$ cat src/rtl/pm_loader_pkg.sv
`default_nettype none
// +------------------------------------------------------------------+
// | pm_loader_pkg                                                    |
// | Shared types for the program-memory loader and its CPU side.     |
// | Rev 1.0                                                          |
// +------------------------------------------------------------------+
package pm_loader_pkg;

    localparam int c_def_add_width  = 8;
    localparam int c_def_data_width = 8;

    typedef enum logic [2:0] {
        IDLE  = 3'd0,
        LOAD  = 3'd1,
        CHECK = 3'd2,
        RUN   = 3'd3,
        ERR   = 3'd4
    } loader_state_t;

    typedef struct packed {
        logic                        wr_en;
        logic [c_def_add_width-1:0]  addr;
        logic [c_def_data_width-1:0] data;
    } pm_wr_t;

endpackage
`default_nettype wire

$ cat src/rtl/pm_loader_if.sv
`default_nettype none
// +------------------------------------------------------------------+
// | pm_loader_if                                                     |
// | Load control, byte stream and program-memory write port.         |
// | Rev 1.0                                                          |
// +------------------------------------------------------------------+
interface pm_loader_if
    import pm_loader_pkg::*;
#(
    parameter int ADD_WIDTH  = c_def_add_width,
    parameter int DATA_WIDTH = c_def_data_width
);
    logic                  load_start;
    logic [ADD_WIDTH:0]    load_len;
    logic                  load_abort;
    logic                  s_valid;
    logic [DATA_WIDTH-1:0] s_data;
    logic                  s_ready;
    logic                  pmWrEn;
    logic [DATA_WIDTH-1:0] instructionIn;
    logic [ADD_WIDTH-1:0]  pm_addr;
    logic                  cpu_run;
    logic                  load_done;
    logic                  load_err;

    modport master (
        output load_start, load_len, load_abort, s_valid, s_data,
        input  s_ready, pmWrEn, instructionIn, pm_addr, cpu_run, load_done, load_err
    );

    modport slave (
        input  load_start, load_len, load_abort, s_valid, s_data,
        output s_ready, pmWrEn, instructionIn, pm_addr, cpu_run, load_done, load_err
    );

endinterface
`default_nettype wire

$ cat src/rtl/pm_loader_wr_reg.sv
`default_nettype none
// +------------------------------------------------------------------+
// | pm_loader_wr_reg                                                 |
// | One-stage output register for the program-memory write bundle.   |
// | Rev 1.0                                                          |
// +------------------------------------------------------------------+
module pm_loader_wr_reg #(
    parameter int ADD_WIDTH  = 8,
    parameter int DATA_WIDTH = 8
) (
    input  wire logic                  clk,
    input  wire logic                  rst,
    input  wire logic                  i_wr_en,
    input  wire logic [ADD_WIDTH-1:0]  i_addr,
    input  wire logic [DATA_WIDTH-1:0] i_data,
    output logic                       o_wr_en,
    output logic [ADD_WIDTH-1:0]       o_addr,
    output logic [DATA_WIDTH-1:0]      o_data
);

    // Address and data hold their last written value between pulses.
    always_ff @(posedge clk or negedge rst) begin
        if (!rst) begin
            o_wr_en <= 1'b0;
            o_addr  <= '0;
            o_data  <= '0;
        end else begin
            o_wr_en <= i_wr_en;
            if (i_wr_en) begin
                o_addr <= i_addr;
                o_data <= i_data;
            end
        end
    end

endmodule
`default_nettype wire

$ cat src/rtl/pm_loader.sv
`default_nettype none
// +------------------------------------------------------------------+
// | pm_loader                                                        |
// | Streams a program image into program memory, checks its XOR sum. |
// | Rev 1.0                                                          |
// +------------------------------------------------------------------+
module pm_loader
    import pm_loader_pkg::*;
#(
    parameter int ADD_WIDTH  = c_def_add_width,
    parameter int DATA_WIDTH = c_def_data_width
) (
    input  wire logic  clk,
    input  wire logic  rst,
    pm_loader_if.slave bus
);

    localparam logic [ADD_WIDTH:0] c_max_len = {1'b1, {ADD_WIDTH{1'b0}}};

    loader_state_t         r_state;
    logic [ADD_WIDTH:0]    r_len;
    logic [ADD_WIDTH-1:0]  r_cnt;
    logic [DATA_WIDTH-1:0] r_csum;
    logic                  r_cpu_run;
    logic                  r_load_done;
    logic                  r_load_err;

    logic w_s_ready;
    logic w_take;
    logic w_len_ok;
    logic w_wr_en;

    assign w_s_ready = (r_state == LOAD) || (r_state == CHECK);
    // Abort masks the handshake so an aborted byte is never written.
    assign w_take    = bus.s_valid && w_s_ready && !bus.load_abort;
    assign w_len_ok  = (bus.load_len != '0) && (bus.load_len <= c_max_len);
    assign w_wr_en   = w_take && (r_state == LOAD);

    always_ff @(posedge clk or negedge rst) begin
        if (!rst) begin
            r_state     <= IDLE;
            r_len       <= '0;
            r_cnt       <= '0;
            r_csum      <= '0;
            r_cpu_run   <= 1'b0;
            r_load_done <= 1'b0;
            r_load_err  <= 1'b0;
        end else begin
            r_load_done <= 1'b0;
            case (r_state)
                IDLE, RUN, ERR: begin
                    if (bus.load_start) begin
                        r_cpu_run <= 1'b0;
                        if (w_len_ok) begin
                            r_state    <= LOAD;
                            r_len      <= bus.load_len;
                            r_cnt      <= '0;
                            r_csum     <= '0;
                            r_load_err <= 1'b0;
                        end else begin
                            r_state    <= ERR;
                            r_load_err <= 1'b1;
                        end
                    end
                end
                LOAD: begin
                    if (bus.load_abort) begin
                        r_state <= IDLE;
                    end else if (w_take) begin
                        r_cnt  <= r_cnt + 1'b1;
                        r_csum <= r_csum ^ bus.s_data;
                        if ({1'b0, r_cnt} == r_len - 1'b1) begin
                            r_state <= CHECK;
                        end
                    end
                end
                CHECK: begin
                    if (bus.load_abort) begin
                        r_state <= IDLE;
                    end else if (w_take) begin
                        if (bus.s_data == r_csum) begin
                            r_state     <= RUN;
                            r_cpu_run   <= 1'b1;
                            r_load_done <= 1'b1;
                        end else begin
                            r_state    <= ERR;
                            r_load_err <= 1'b1;
                        end
                    end
                end
                default: begin
                    r_state <= IDLE;
                end
            endcase
        end
    end

    pm_loader_wr_reg #(
        .ADD_WIDTH  (ADD_WIDTH),
        .DATA_WIDTH (DATA_WIDTH)
    ) u_wr_reg (
        .clk     (clk),
        .rst     (rst),
        .i_wr_en (w_wr_en),
        .i_addr  (r_cnt),
        .i_data  (bus.s_data),
        .o_wr_en (bus.pmWrEn),
        .o_addr  (bus.pm_addr),
        .o_data  (bus.instructionIn)
    );

    assign bus.s_ready   = w_s_ready;
    assign bus.cpu_run   = r_cpu_run;
    assign bus.load_done = r_load_done;
    assign bus.load_err  = r_load_err;

endmodule
`default_nettype wire
$ cat src/flat_wrapper.sv
// flat-port wrapper written by rule: the top's interface ports become plain ports
module pm_loader_flat import pm_loader_pkg::*;
#(
    parameter int ADD_WIDTH  = c_def_add_width,
    parameter int DATA_WIDTH = c_def_data_width
)
  (clk, rst, bus_load_start, bus_load_len, bus_load_abort, bus_s_valid, bus_s_data, bus_s_ready, bus_pmWrEn, bus_instructionIn, bus_pm_addr, bus_cpu_run, bus_load_done, bus_load_err);
  pm_loader_if #(.ADD_WIDTH(ADD_WIDTH), .DATA_WIDTH(DATA_WIDTH)) bus_i ();
  input  wire logic clk;
  input  wire logic rst;
  input wire logic [$bits(bus_i.load_start)-1:0] bus_load_start;
  input wire logic [$bits(bus_i.load_len)-1:0] bus_load_len;
  input wire logic [$bits(bus_i.load_abort)-1:0] bus_load_abort;
  input wire logic [$bits(bus_i.s_valid)-1:0] bus_s_valid;
  input wire logic [$bits(bus_i.s_data)-1:0] bus_s_data;
  output wire logic [$bits(bus_i.s_ready)-1:0] bus_s_ready;
  output wire logic [$bits(bus_i.pmWrEn)-1:0] bus_pmWrEn;
  output wire logic [$bits(bus_i.instructionIn)-1:0] bus_instructionIn;
  output wire logic [$bits(bus_i.pm_addr)-1:0] bus_pm_addr;
  output wire logic [$bits(bus_i.cpu_run)-1:0] bus_cpu_run;
  output wire logic [$bits(bus_i.load_done)-1:0] bus_load_done;
  output wire logic [$bits(bus_i.load_err)-1:0] bus_load_err;
  assign bus_i.load_start = bus_load_start;
  assign bus_i.load_len = bus_load_len;
  assign bus_i.load_abort = bus_load_abort;
  assign bus_i.s_valid = bus_s_valid;
  assign bus_i.s_data = bus_s_data;
  assign bus_s_ready = bus_i.s_ready;
  assign bus_pmWrEn = bus_i.pmWrEn;
  assign bus_instructionIn = bus_i.instructionIn;
  assign bus_pm_addr = bus_i.pm_addr;
  assign bus_cpu_run = bus_i.cpu_run;
  assign bus_load_done = bus_i.load_done;
  assign bus_load_err = bus_i.load_err;
  pm_loader #(.ADD_WIDTH(ADD_WIDTH), .DATA_WIDTH(DATA_WIDTH)) u_core (.clk(clk), .rst(rst), .bus(bus_i));
endmodule
$ cat config.mk
export PLATFORM = sky130hd
export DESIGN_NAME = pm_loader_flat
export DESIGN_NICKNAME = d
export VERILOG_FILES = /design/src/rtl/pm_loader_pkg.sv /design/src/rtl/pm_loader_if.sv /design/src/rtl/pm_loader_wr_reg.sv /design/src/rtl/pm_loader.sv /design/src/flat_wrapper.sv
export SDC_FILE = /design/constraint.sdc
export NUM_CORES = 1
export LEC_CHECK = 0
export CORE_ASPECT_RATIO = 1.2
export CORE_MARGIN = 2
export CORE_UTILIZATION = 40
export DETAILED_ROUTE_END_ITERATION = 10
export PLACE_DENSITY = 0.68
export REMOVE_ABC_BUFFERS = 1
export SYNTH_ARGS = -nofsm -noshare
export SYNTH_HDL_FRONTEND = slang
export SYNTH_SLANG_ARGS = --single-unit
$ cat constraint.sdc
create_clock -name clk -period 3.42 [get_ports clk]
set_input_delay 1.026 -clock clk [delete_from_list [all_inputs] [get_ports clk]]
set_output_delay 1.026 -clock clk [all_outputs]
set_load 0.01 [all_outputs]
==> impl_metrics.py <==
metrics = {
    "routing": {
        "ant_nets": 0,
        "num_vias": 2103,
        "drt-initial-drc-count": 124,
        "first_pass_iters": 4,
        "avgViaCountPerCell": 5.04,
        "drc_errors": 0,
        "wl_per_cell_um": 13.7,
        "wirelength_mm": 5.71,
    },
    "cts": {
        "clock_path_buffers": 2,
        "root_buffer": "clkbuf_8",
        "hold_buffers": 0,
        "path_clk_slew_ps": 90,
        "htreeDepth": 2,
        "clkLatencyLatePin_ps": 300,
        "cts_setup_buffers": 0,
        "clock-sinks": 48,
        "cts_made_buffers": 5,
        "cts_tree": "yes",
        "ctsResizeCount": 0,
    },
    "critical_path": {
        "end_kind": "flip-flop",
        "critical_path_class": "in2reg",
        "r2r-end": "u_core.r_state[2]",
        "r2r_cells": 8,
        "slowest_delay_ps": 570,
        "critPathLaunchType": "input pin",
        "startpoint": "bus_load_len[5]",
        "ff2ff_setup_slack_ps": 940,
        "crit_required_ps": 3660,
        "crit_chain": "clkdlybuf4s50_1, or4_4, o21ai_4, o211ai_4, and2_4, or4_1, a21oi_2",
        "r2r_start": "u_core.r_len[0]",
        "worstPathMaxFanout": 12,
        "worstPathArrival_ps": 3200,
        "endpoint": "u_core.r_cnt[3]",
        "critical_path.slowest_cell": "or4_4",
    },
    "die": {
        "die-area_mm2": 0.00719,
        "rows": 32,
        "initial_utilization": 0.410,
        "core_region_area_mm2": 0.00637,
        "die_h_um": 92.5,
        "pin_count": 43,
        "die_x_um": 77.7,
    },
    "logic_synthesis": {
        "synthSimpleGateAreaFrac": 0.259,
        "synth.distinct_cells": 56,
        "ys_ff_latch": 48,
        "yosys_warnings": 0,
        "yosysTopAreaCell": "dfrtp_1",
        "synth-main-ff-cell": "dfrtp_1",
        "ys_top_cells_by_area": "dfrtp_1 (46%), nand2_1 (11%), xnor2_1 (6.0%)",
        "synth-adder-area-share": 0.00959,
        "ys_async_sr_fraction": 1.00,
        "yosysSeqAreaShare": 0.460,
        "synthXorXnorAreaFrac": 0.0772,
        "synth.area.mux_share": 0.00815,
        "ys_top_cells_by_count": "nand2_1 (78), dfrtp_1 (48), o21ai_0 (25)",
        "synth_edf_count": 0,
        "avgSynthCellArea_um2": 9.03,
        "synth_top_area_frac": 0.460,
        "synth.most_common_cell": "nand2_1",
        "synth_top_family_by_area": "simple AND/OR/NAND/NOR gates",
        "synth_compound_area_frac": 0.150,
        "synth_area_mm2": 0.00261,
        "netlist_instances": 289,
    },
    "pwr": {
        "leakage_nw": 1.37,
        "power-per-cell-area_mw_per_mm2": 757,
        "finalPower_mw": 2.43,
        "peakVddDrop_v": 0.000316,
    },
    "finish": {
        "final_core_util": 0.503,
        "multi_input_area_mm2": 0.00131,
        "instances_no_fill": 417,
        "seqCellArea_mm2": 0.00120,
        "area_growth_pct": 22.8,
        "n_antenna_cell": 0,
        "layout-drive-gt1-share": 0.0964,
        "nets": 355,
        "n_fill_cell": 615,
    },
    "status": {
        "status": "finished clean",
    },
    "grt": {
        "grt_usage": 0.167,
        "antenna_found_initial": 0,
        "grt_pass1_wl_mm": 9.49,
        "grt_start_max_net_pins": 33,
        "grt_pass1_vias": 2077,
        "overflow": 0,
    },
    "sta": {
        "tns_ps": 0,
        "slew_violations": 0,
        "finalCritPeriodShare": 0.867,
        "max_freq_mhz": 337,
        "final_hold_viol_count": 0,
        "finClkSkew_ps": 5.71,
        "finalSetupViolCount": 0,
        "slew_headroom": 0.706,
        "min_period_ps": 2970,
        "rsz0062_at_grt": "false",
        "hold_ws_ps": 486,
        "max_slew.worst_pin.slew_ps": 438,
    },
    "placement": {
        "hpwl_mm": 4.16,
        "io_buffers": 42,
        "placedCellCount": 409,
        "routabilityCongestion": 0.834,
    },
    "hold_path": {
        "holdCritPathClass": "reg2reg",
    },
    "run": {
        "cap_viol_max_count": 0,
    },
}
==> cells in the final DEF, fill, tap and decap left out, drive strengths merged, types with 6 or more instances in the layout <==
master | synthesis | final
buf | 5 | 6
o21ai | 26 | 26
dfrtp | 48 | 48
clkbuf | 7 | 6
xnor2 | 18 | 18
clkdlybuf4s50 | 0 | 41
nor2 | 24 | 24
a21oi | 8 | 8
nand2 | 78 | 78
==> state kept, by name, summed over array words and instances, names as in the netlist <==
| name | count |
|---|---|
| u_core.bus.load_done | 1 |
| u_core.r_cnt | 8 |
| u_core.bus.cpu_run | 1 |
| u_core.r_len | 9 |
| u_core.r_csum | 8 |
| u_core.u_wr_reg.o_wr_en | 1 |
| u_core.r_state | 3 |
| u_core.bus.load_err | 1 |
| u_core.u_wr_reg.o_data | 8 |
| u_core.u_wr_reg.o_addr | 8 |
==> metal layers <==
layer | part of all wire | up-vias | routed length (µm) | global-route usage
li1 | - | 1067 | - | -
met1 | 0.47 | 995 | 2680 | 0.212
met2 | 0.49 | 35 | 2790 | 0.279
met3 | 0.026 | 6 | 147 | 0.0322
met4 | 0.015 | 0 | 86 | 0.0625
met5 | 0 | - | 0 | 0
==> worst max-delay path: cells and delay by family <==
family,cells,cell delay [ps]
AOI/OAI and AO/OA,3,460
buffers and inverters,1,430
and+or+nand+nor,3,1280
==> cells by family (layout without fill, tap and decap cells) <==
group / count (synthesis) / count (layout)
mux: 2 / 2
fa+ha+maj: 2 / 2
buf+inv: 18 / 61
compound gates: 56 / 56
simple gates: 140 / 140
flops: 48 / 48
xor+xnor: 23 / 23
==> worst min-delay path by stage <==
stage	endpoint	cells past startpoint	slack [ps]	startpoint
after floorplan	u_core.r_csum[2]	1	470	u_core.r_csum[2]
after global placement	u_core.u_wr_reg.o_data[3]	2	460	u_core.u_wr_reg.o_data[3]
after detailed placement	u_core.u_wr_reg.o_addr[6]	2	460	u_core.u_wr_reg.o_addr[6]
after CTS	u_core.u_wr_reg.o_data[1]	2	490	u_core.u_wr_reg.o_data[1]
after global routing	u_core.u_wr_reg.o_addr[5]	2	510	u_core.u_wr_reg.o_addr[5]
final	u_core.u_wr_reg.o_addr[1]	2	490	u_core.u_wr_reg.o_addr[1]
==> cell type report <==
class,count,area share
Multi-Input combinational cell,223,0.410
Sequential cell,48,0.375
Timing Repair Buffer,47,0.141
Tap cell,85,0.0332
Clock buffer,6,0.0226
Clock inverter,2,0.0109
Inverter,6,0.00703
==> report_power, final <==
group          switching, mW  internal (mW)
logic                  0.495          0.513
registers              0.228          0.779
clock network          0.193          0.217
==> through the flow <==
step / area [µm²] / setup WS (ps)
after floorplan: 2540 / 674
after global placement: 3100 / 166
after detailed placement: 3100 / 139
after CTS: 3200 / 448
after global routing: 3200 / 391
final: 3200 / 453
(Power assumes the default switching activity.)
